<file path="config.mk">
export PLATFORM = sky130hd
export DESIGN_NAME = spo2_ratio_calc
export DESIGN_NICKNAME = d
export VERILOG_FILES = /design/src/rtl/spo2_pkg.sv /design/src/rtl/seq_udiv.sv /design/src/rtl/spo2_ratio_calc.sv
export SDC_FILE = /design/constraint.sdc
export NUM_CORES = 2
export LEC_CHECK = 0
export BUFFER_PORTS_ARGS = -buffer_cell sky130_fd_sc_hd__buf_2
export CAP_MARGIN = 20
export CORE_ASPECT_RATIO = 0.6
export CORE_MARGIN = 2
export CORE_UTILIZATION = 48
export DETAILED_ROUTE_END_ITERATION = 8
export HOLD_SLACK_MARGIN = 0.08
export PLACE_DENSITY = 0.69
export SKIP_LAST_GASP = 1
export SLEW_MARGIN = 20
export SYNTH_ARGS = -nofsm -noshare
export SYNTH_HDL_FRONTEND = slang
export SYNTH_SLANG_ARGS = --single-unit
</file>
<file path="constraint.sdc">
create_clock -name clk -period 20.9 [get_ports clk]
set_input_delay 4.18 -clock clk [delete_from_list [all_inputs] [get_ports clk]]
set_output_delay 4.18 -clock clk [all_outputs]
set_load 0.05 [all_outputs]
</file>
<file path="src/rtl/spo2_pkg.sv">
// Shared definitions for the SpO2 ratio calculator.
// Holds the default parameter values, the controller state encoding, and the
// quotient width helper (dividend = 2*DW product bits plus FRAC fraction bits).
package spo2_pkg;

   localparam int DEF_DW       = 24;
   localparam int DEF_FRAC     = 8;
   localparam int DEF_COEF_A   = 110;
   localparam int DEF_COEF_B   = 25;
   localparam int DEF_SPO2_MIN = 0;
   localparam int DEF_SPO2_MAX = 100;

   typedef enum logic [2:0] {
      ST_IDLE,
      ST_MUL,
      ST_DIV,
      ST_CALC,
      ST_OUT
   } state_t;

   function automatic int qw_width(input int dw, input int frac);
      return 2 * dw + frac;
   endfunction

endpackage

</file>
<file path="src/rtl/seq_udiv.sv">
// Unsigned restoring divider, one quotient bit per clock.
// Ports:
//   clk, reset_n : clock, async active-low reset
//   go           : load num/den and start NW iteration cycles
//   num, den     : dividend (NW bits), divisor (DNW bits)
//   quo          : quotient, valid once the last step has completed
//   div_zero     : den was zero at load time (quo is then meaningless)
//   done         : high during the cycle whose edge performs the last step
module seq_udiv #(
   parameter int NW  = 56,
   parameter int DNW = 48
) (
   input  logic           clk,
   input  logic           reset_n,
   input  logic           go,
   input  logic [NW-1:0]  num,
   input  logic [DNW-1:0] den,
   output logic [NW-1:0]  quo,
   output logic           div_zero,
   output logic           done
);
   localparam int CW = $clog2(NW + 1);

   logic [NW-1:0]  q_reg;
   logic [DNW-1:0] rem, den_reg;
   logic [CW-1:0]  cnt;
   logic [DNW:0]   rem_sh, diff;

   // Shift the next dividend bit into the partial remainder and trial-subtract.
   assign rem_sh = {rem, q_reg[NW-1]};
   assign diff   = rem_sh - {1'b0, den_reg};

   always_ff @(posedge clk or negedge reset_n) begin
      if (!reset_n) begin
         q_reg    <= '0;
         rem      <= '0;
         den_reg  <= '0;
         cnt      <= '0;
         div_zero <= 1'b0;
      end else if (go) begin
         q_reg    <= num;
         rem      <= '0;
         den_reg  <= den;
         cnt      <= CW'(NW);
         div_zero <= (den == '0);
      end else if (cnt != '0) begin
         cnt <= cnt - 1'b1;
         if (rem_sh >= {1'b0, den_reg}) begin
            rem   <= diff[DNW-1:0];
            q_reg <= {q_reg[NW-2:0], 1'b1};
         end else begin
            rem   <= rem_sh[DNW-1:0];
            q_reg <= {q_reg[NW-2:0], 1'b0};
         end
      end
   end

   assign quo  = q_reg;
   assign done = (cnt == CW'(1));

endmodule

</file>
<file path="src/rtl/spo2_ratio_calc.sv">
// SpO2 ratio-of-ratios calculator.
// R = (red_ac/red_dc)/(ir_ac/ir_dc) in Q(DW-FRAC).FRAC, SpO2 = A - B*R, clamped
// and rounded to integer percent. Fixed latency: IDLE->MUL->DIV(QW)->CALC->OUT.
// Ports:
//   clk, reset_n          : clock, async active-low reset
//   start                 : input-valid strobe, honoured only when idle
//   led1_ac/dc, led2_ac/dc: IR (LED1) and red (LED2) amplitudes, unsigned DW
//   busy, done            : computation in progress / one-cycle result strobe
//   spo2, ratio_r         : result in percent and ratio R
//   sat, err_div0         : clamp/saturation applied, zero denominator
module spo2_ratio_calc
   import spo2_pkg::*;
#(
   parameter int DW       = DEF_DW,
   parameter int FRAC     = DEF_FRAC,
   parameter int COEF_A   = DEF_COEF_A,
   parameter int COEF_B   = DEF_COEF_B,
   parameter int SPO2_MIN = DEF_SPO2_MIN,
   parameter int SPO2_MAX = DEF_SPO2_MAX
) (
   input  logic          clk,
   input  logic          reset_n,
   input  logic          start,
   input  logic [DW-1:0] led1_ac,
   input  logic [DW-1:0] led1_dc,
   input  logic [DW-1:0] led2_ac,
   input  logic [DW-1:0] led2_dc,
   output logic          busy,
   output logic          done,
   output logic [7:0]    spo2,
   output logic [DW-1:0] ratio_r,
   output logic          sat,
   output logic          err_div0
);
   localparam int QW = qw_width(DW, FRAC);
   localparam int PW = 2 * DW;
   localparam int SW = DW + FRAC + 8;

   state_t state, state_nx;

   logic [DW-1:0] ir_ac, ir_dc, red_ac, red_dc;
   logic [PW-1:0] prod_num, prod_den;
   logic [QW-1:0] num, quo;
   logic          div_go, div_zero, div_last;

   logic [DW-1:0]        r_val;
   logic                 r_sat, clamped;
   logic signed [SW-1:0] s_raw, s_clamp, s_round, s_lo, s_hi, s_half;
   logic [7:0]           spo2_val;

   logic [7:0]    hold_spo2;
   logic [DW-1:0] hold_r;
   logic          hold_sat, hold_err;

   // Full-width products; zero-extending the operands keeps the multiply at PW bits.
   assign prod_num = {{DW{1'b0}}, red_ac} * {{DW{1'b0}}, ir_dc};
   assign prod_den = {{DW{1'b0}}, red_dc} * {{DW{1'b0}}, ir_ac};
   assign num      = {prod_num, {FRAC{1'b0}}};
   assign div_go   = (state == ST_MUL);

   seq_udiv #(.NW(QW), .DNW(PW)) u_div (
      .clk      (clk),
      .reset_n  (reset_n),
      .go       (div_go),
      .num      (num),
      .den      (prod_den),
      .quo      (quo),
      .div_zero (div_zero),
      .done     (div_last)
   );

   always_ff @(posedge clk or negedge reset_n) begin
      if (!reset_n) state <= ST_IDLE;
      else          state <= state_nx;
   end

   always_comb begin
      state_nx = state;
      case (state)
         ST_IDLE: if (start) state_nx = ST_MUL;
         ST_MUL:  state_nx = ST_DIV;
         ST_DIV:  if (div_last) state_nx = ST_CALC;
         ST_CALC: state_nx = ST_OUT;
         ST_OUT:  state_nx = ST_IDLE;
         default: state_nx = ST_IDLE;
      endcase
   end

   // Low in the done cycle because the FSM is already back in IDLE.
   assign busy = (state != ST_IDLE);

   always_ff @(posedge clk or negedge reset_n) begin
      if (!reset_n) begin
         ir_ac  <= '0;
         ir_dc  <= '0;
         red_ac <= '0;
         red_dc <= '0;
      end else if (state == ST_IDLE && start) begin
         ir_ac  <= led1_ac;
         ir_dc  <= led1_dc;
         red_ac <= led2_ac;
         red_dc <= led2_dc;
      end
   end

   // Ratio saturation, linear SpO2 map, clamp and half-up rounding.
   always_comb begin
      r_sat   = |quo[QW-1:DW];
      r_val   = (div_zero || r_sat) ? '1 : quo[DW-1:0];
      s_lo    = SW'(SPO2_MIN) << FRAC;
      s_hi    = SW'(SPO2_MAX) << FRAC;
      s_half  = SW'(1) << (FRAC - 1);
      s_raw   = (SW'(COEF_A) << FRAC) - SW'(COEF_B) * SW'(r_val);
      clamped = 1'b0;
      s_clamp = s_raw;
      if (s_raw < s_lo) begin
         s_clamp = s_lo;
         clamped = 1'b1;
      end else if (s_raw > s_hi) begin
         s_clamp = s_hi;
         clamped = 1'b1;
      end
      s_round  = s_clamp + s_half;
      spo2_val = div_zero ? 8'(SPO2_MIN) : s_round[FRAC+7:FRAC];
   end

   always_ff @(posedge clk or negedge reset_n) begin
      if (!reset_n) begin
         hold_spo2 <= '0;
         hold_r    <= '0;
         hold_sat  <= 1'b0;
         hold_err  <= 1'b0;
      end else if (state == ST_CALC) begin
         hold_spo2 <= spo2_val;
         hold_r    <= r_val;
         hold_sat  <= r_sat | clamped;
         hold_err  <= div_zero;
      end
   end

   // Results become visible together with done, and hold until the next one.
   always_ff @(posedge clk or negedge reset_n) begin
      if (!reset_n) begin
         spo2     <= '0;
         ratio_r  <= '0;
         sat      <= 1'b0;
         err_div0 <= 1'b0;
         done     <= 1'b0;
      end else begin
         done <= (state == ST_OUT);
         if (state == ST_OUT) begin
            spo2     <= hold_spo2;
            ratio_r  <= hold_r;
            sat      <= hold_sat;
            err_div0 <= hold_err;
         end
      end
   end

endmodule

</file>
==> run metrics <==
status=finished, final reports clean; Synth Area in XOR/XNOR=0.0220; post-cts repair resize count=0; Main synth FF type=dfrtp_1; RSZ-0062 raised after global routing=no; Top Ports=around 140; Setup CP Type=reg2reg; Starting DRT DRC Count=approximately 3600; Rows=97; clock buffer depth=3; met3 routed WL=15200 um; Max-cap violations=0; htree depth=2; Cells after Synth=roughly 6200; max-slew violations=0; M1 WL=between 70000 and 80000 um; CP startpoint kind=flop; post-route minimum period=between 9 and 10 ns; Detailed Place HPWL=118000 um; first-pass GRT wire length=around 250000 um; initial core utilization=0.483; clk_lat worst skew=between 0.6 and 0.7 ns; post-synth cell types=82; Reg2Reg Setup Slack=11.79 ns; uppermost layer routed=met5; die area=120000 sq um; Worst slew margin=0.187; Vias/cell=5.52; grt ovf=0; max reg flops=56; Yosys reg bits=327; WL per Instance=between 15 and 20 um; Floorplan Core Area=116000 sq um; worst path required time=21.45 ns; post-synthesis compound-gate area fraction=0.0813; post-synthesis sequential area ratio=0.146; main combinational cell family by area after synthesis=adder cells; routed length on met2=60700 um; Synth Net Count=approximately 8000; crit end category=flop; root buffer cell=clkbuf_16; Routed WL=151000 um; initial antenna violation count=6; vias=approximately 43000; Final Hold Fails=0; Port-buffer cells=between 100 and 150; Worst Hold End=u_div.den_reg[42]$_DFFE_PN0P_; multiplexer share of the synthesized area=0.0301; Post-Synth Adder-Cell Area=0.459; total CTS buffers=40; share of layout cells above drive strength 1=0.0693; clk_skew=roughly 0.028 ns; hold_sp=u_div.den_reg[42]$_DFFE_PN0P_; FF-to-FF path depth=24; fmax=~0.11 GHz; Final nets=7741; period utilization=0.436; Synth Area in Simple Gates=0.162; area delta synth->final=5.69%; DRC viols=0; # hold bufs at CTS=0; worst r2r src=ir_ac[9]$_DFFE_PN0P_; Reg clk slew, reported paths=0.06 ns; asr flop ratio synth=1.00; Netlist Area Pre-Place=56200 sq um; vias in the first global route=44325; # setup viols final=0; CP arrival=9.65 ns; number of synthesized flops with an enable pin=0; Die Wd=446 um; pin count of the biggest net entering global routing=between 100 and 150; Least-Margin Pin Slew=1.22 ns; post-route ant nets=0; setup_tns=0 ns; Die Ht=~270 um; Synth warnings=0; CTS tree=done; synthesized area per cell=~9 sq um; HP Class=reg2reg; gr usage total=0.260; Hold Path Cell Cnt=2; RR Endpoint=u_div.div_zero$_DFFE_PN0P_; post-CTS setup buffers=0; GPL Wtd Cong=about 0.95; TritonRoute pass-1 iters=6; clock sink count=between 300 and 400; CP max FO=25
## worst max path at each step
stage / depth (start not counted) / slack, ns / from / endpoint
after CTS: 25 / 12.00 / red_dc[20]$_DFFE_PN0P_ / u_div.div_zero$_DFFE_PN0P_
after floorplan: 27 / 13.69 / ir_ac[3]$_DFFE_PN0P_ / u_div.div_zero$_DFFE_PN0P_
final: 24 / 11.79 / ir_ac[9]$_DFFE_PN0P_ / u_div.div_zero$_DFFE_PN0P_
after detailed placement: 25 / 12.05 / red_dc[20]$_DFFE_PN0P_ / u_div.div_zero$_DFFE_PN0P_
after global routing: 23 / 11.52 / ir_ac[6]$_DFFE_PN0P_ / u_div.div_zero$_DFFE_PN0P_
after global placement: 25 / 12.21 / red_dc[20]$_DFFE_PN0P_ / u_div.div_zero$_DFFE_PN0P_
## critical path, cell delays in order, from the launching register on
cell and delay, ns:
dfrtp_1 1.05, nand2_1 0.18, fa_1 0.59, inv_1 0.06, fa_1 0.52, inv_1 0.05
fa_1 0.49, fa_1 0.57, inv_1 0.06, fa_1 0.49, inv_1 0.06, fa_1 0.45
fa_1 0.49, inv_1 0.04, ha_1 0.46, nand4_1 0.26, a2111o_1 0.40, a21oi_1 0.45
nor2_1 0.11, xor2_1 0.44, nand4_1 0.22, nor4_1 0.85, nand4_1 0.19, nor4b_1 0.44
a21o_1 0.13
## metal layers
layer,GRT usage,vias to the layer above
li1,-,19193
met1,0.396,21637
met2,0.365,1726
met3,0.0741,204
met4,0.0497,10
met5,0.0179,-
## logic make-up after synthesis
| group | count (synthesis) |
|---|---|
| AO/OA/AOI/OAI | 719 |
| XOR/XNOR | 141 |
| adder cells (fa/ha/maj) | 1461 |
| buffers and inverters | 1484 |
| flip-flops | 327 |
| multiplexers | 152 |
| AND/OR/NAND/NOR | 1965 |
## cell type report
type | instances | area (sq um)
antenna | 4 | 10.0
clock buffer | 53 | 1090
clock inverter | 17 | 184
fill | 10801 | 57000
inverter | 1181 | 4430
multi-input combinational | 4438 | 42400
sequential | 327 | 8190
tap | 1534 | 1920
timing repair buffer | 193 | 1140
## synth_stat cells, drive strengths merged, types with 52 or more instances
cell    instances  area, sq um
ha            460         5760
a21o           59          443
a21oi         192          965
xnor2          89          780
fa           1001        20000
nor2          216          811
a31oi          60          375
xor2           52          455
nor3           54          270
inv          1180         4430
nand2        1048         3930
mux2          135         1520
o21ai         184          921
clkbuf        286         1070
dfrtp         327         8180
and2          419         2620
## cell usage in the layout, fill, tap and decap left out, types with 7 or more instances in the layout
cell type | synthesis | final
inv_1 | 1180 | 1180
nand2_1 | 1048 | 1047
fa_1 | 1001 | 1001
ha_1 | 460 | 460
and2_1 | 419 | 418
dfrtp_1 | 327 | 319
nor2_1 | 216 | 215
a21oi_1 | 191 | 191
o21ai_0 | 175 | 175
mux2_2 | 135 | 135
buf_2 | 9 | 133
xnor2_1 | 89 | 89
a31oi_1 | 60 | 60
a21o_1 | 59 | 59
buf_4 | 4 | 58
nor3_1 | 54 | 54
xor2_1 | 52 | 52
a211oi_1 | 46 | 46
clkbuf_16 | 0 | 40
nand3_1 | 36 | 36
nand4_1 | 34 | 34
nand2b_1 | 34 | 34
o21a_1 | 31 | 31
o21bai_1 | 28 | 28
nor4_1 | 21 | 21
and3_1 | 20 | 20
nor2b_1 | 18 | 18
mux2i_1 | 17 | 17
o211ai_1 | 14 | 14
o31ai_1 | 12 | 12
or3_1 | 11 | 11
nor3b_1 | 13 | 11
o21ai_1 | 9 | 9
clkbuf_1 | 286 | 9
or2_2 | 8 | 8
dfrtp_2 | 0 | 8
o211a_1 | 7 | 7
## through the flow
stage / hold slack [ns] / instances / setup WS, ns / utilization / area, sq um
after floorplan: 0.433 / 6249 / 13.69 / - / 56200
after global placement: 0.452 / 7673 / 12.21 / 0.499 / 58100
after detailed placement: 0.457 / 7673 / 12.05 / 0.499 / 58100
after CTS: 0.482 / 7743 / 12.00 / 0.510 / 59400
after global routing: 0.496 / 7745 / 11.52 / 0.510 / 59400
final: 0.479 / 7747 / 11.79 / 0.510 / 59400
Power is not shown: default switching activity piles up to over one toggle a cycle in this logic, so the estimate is an artifact.
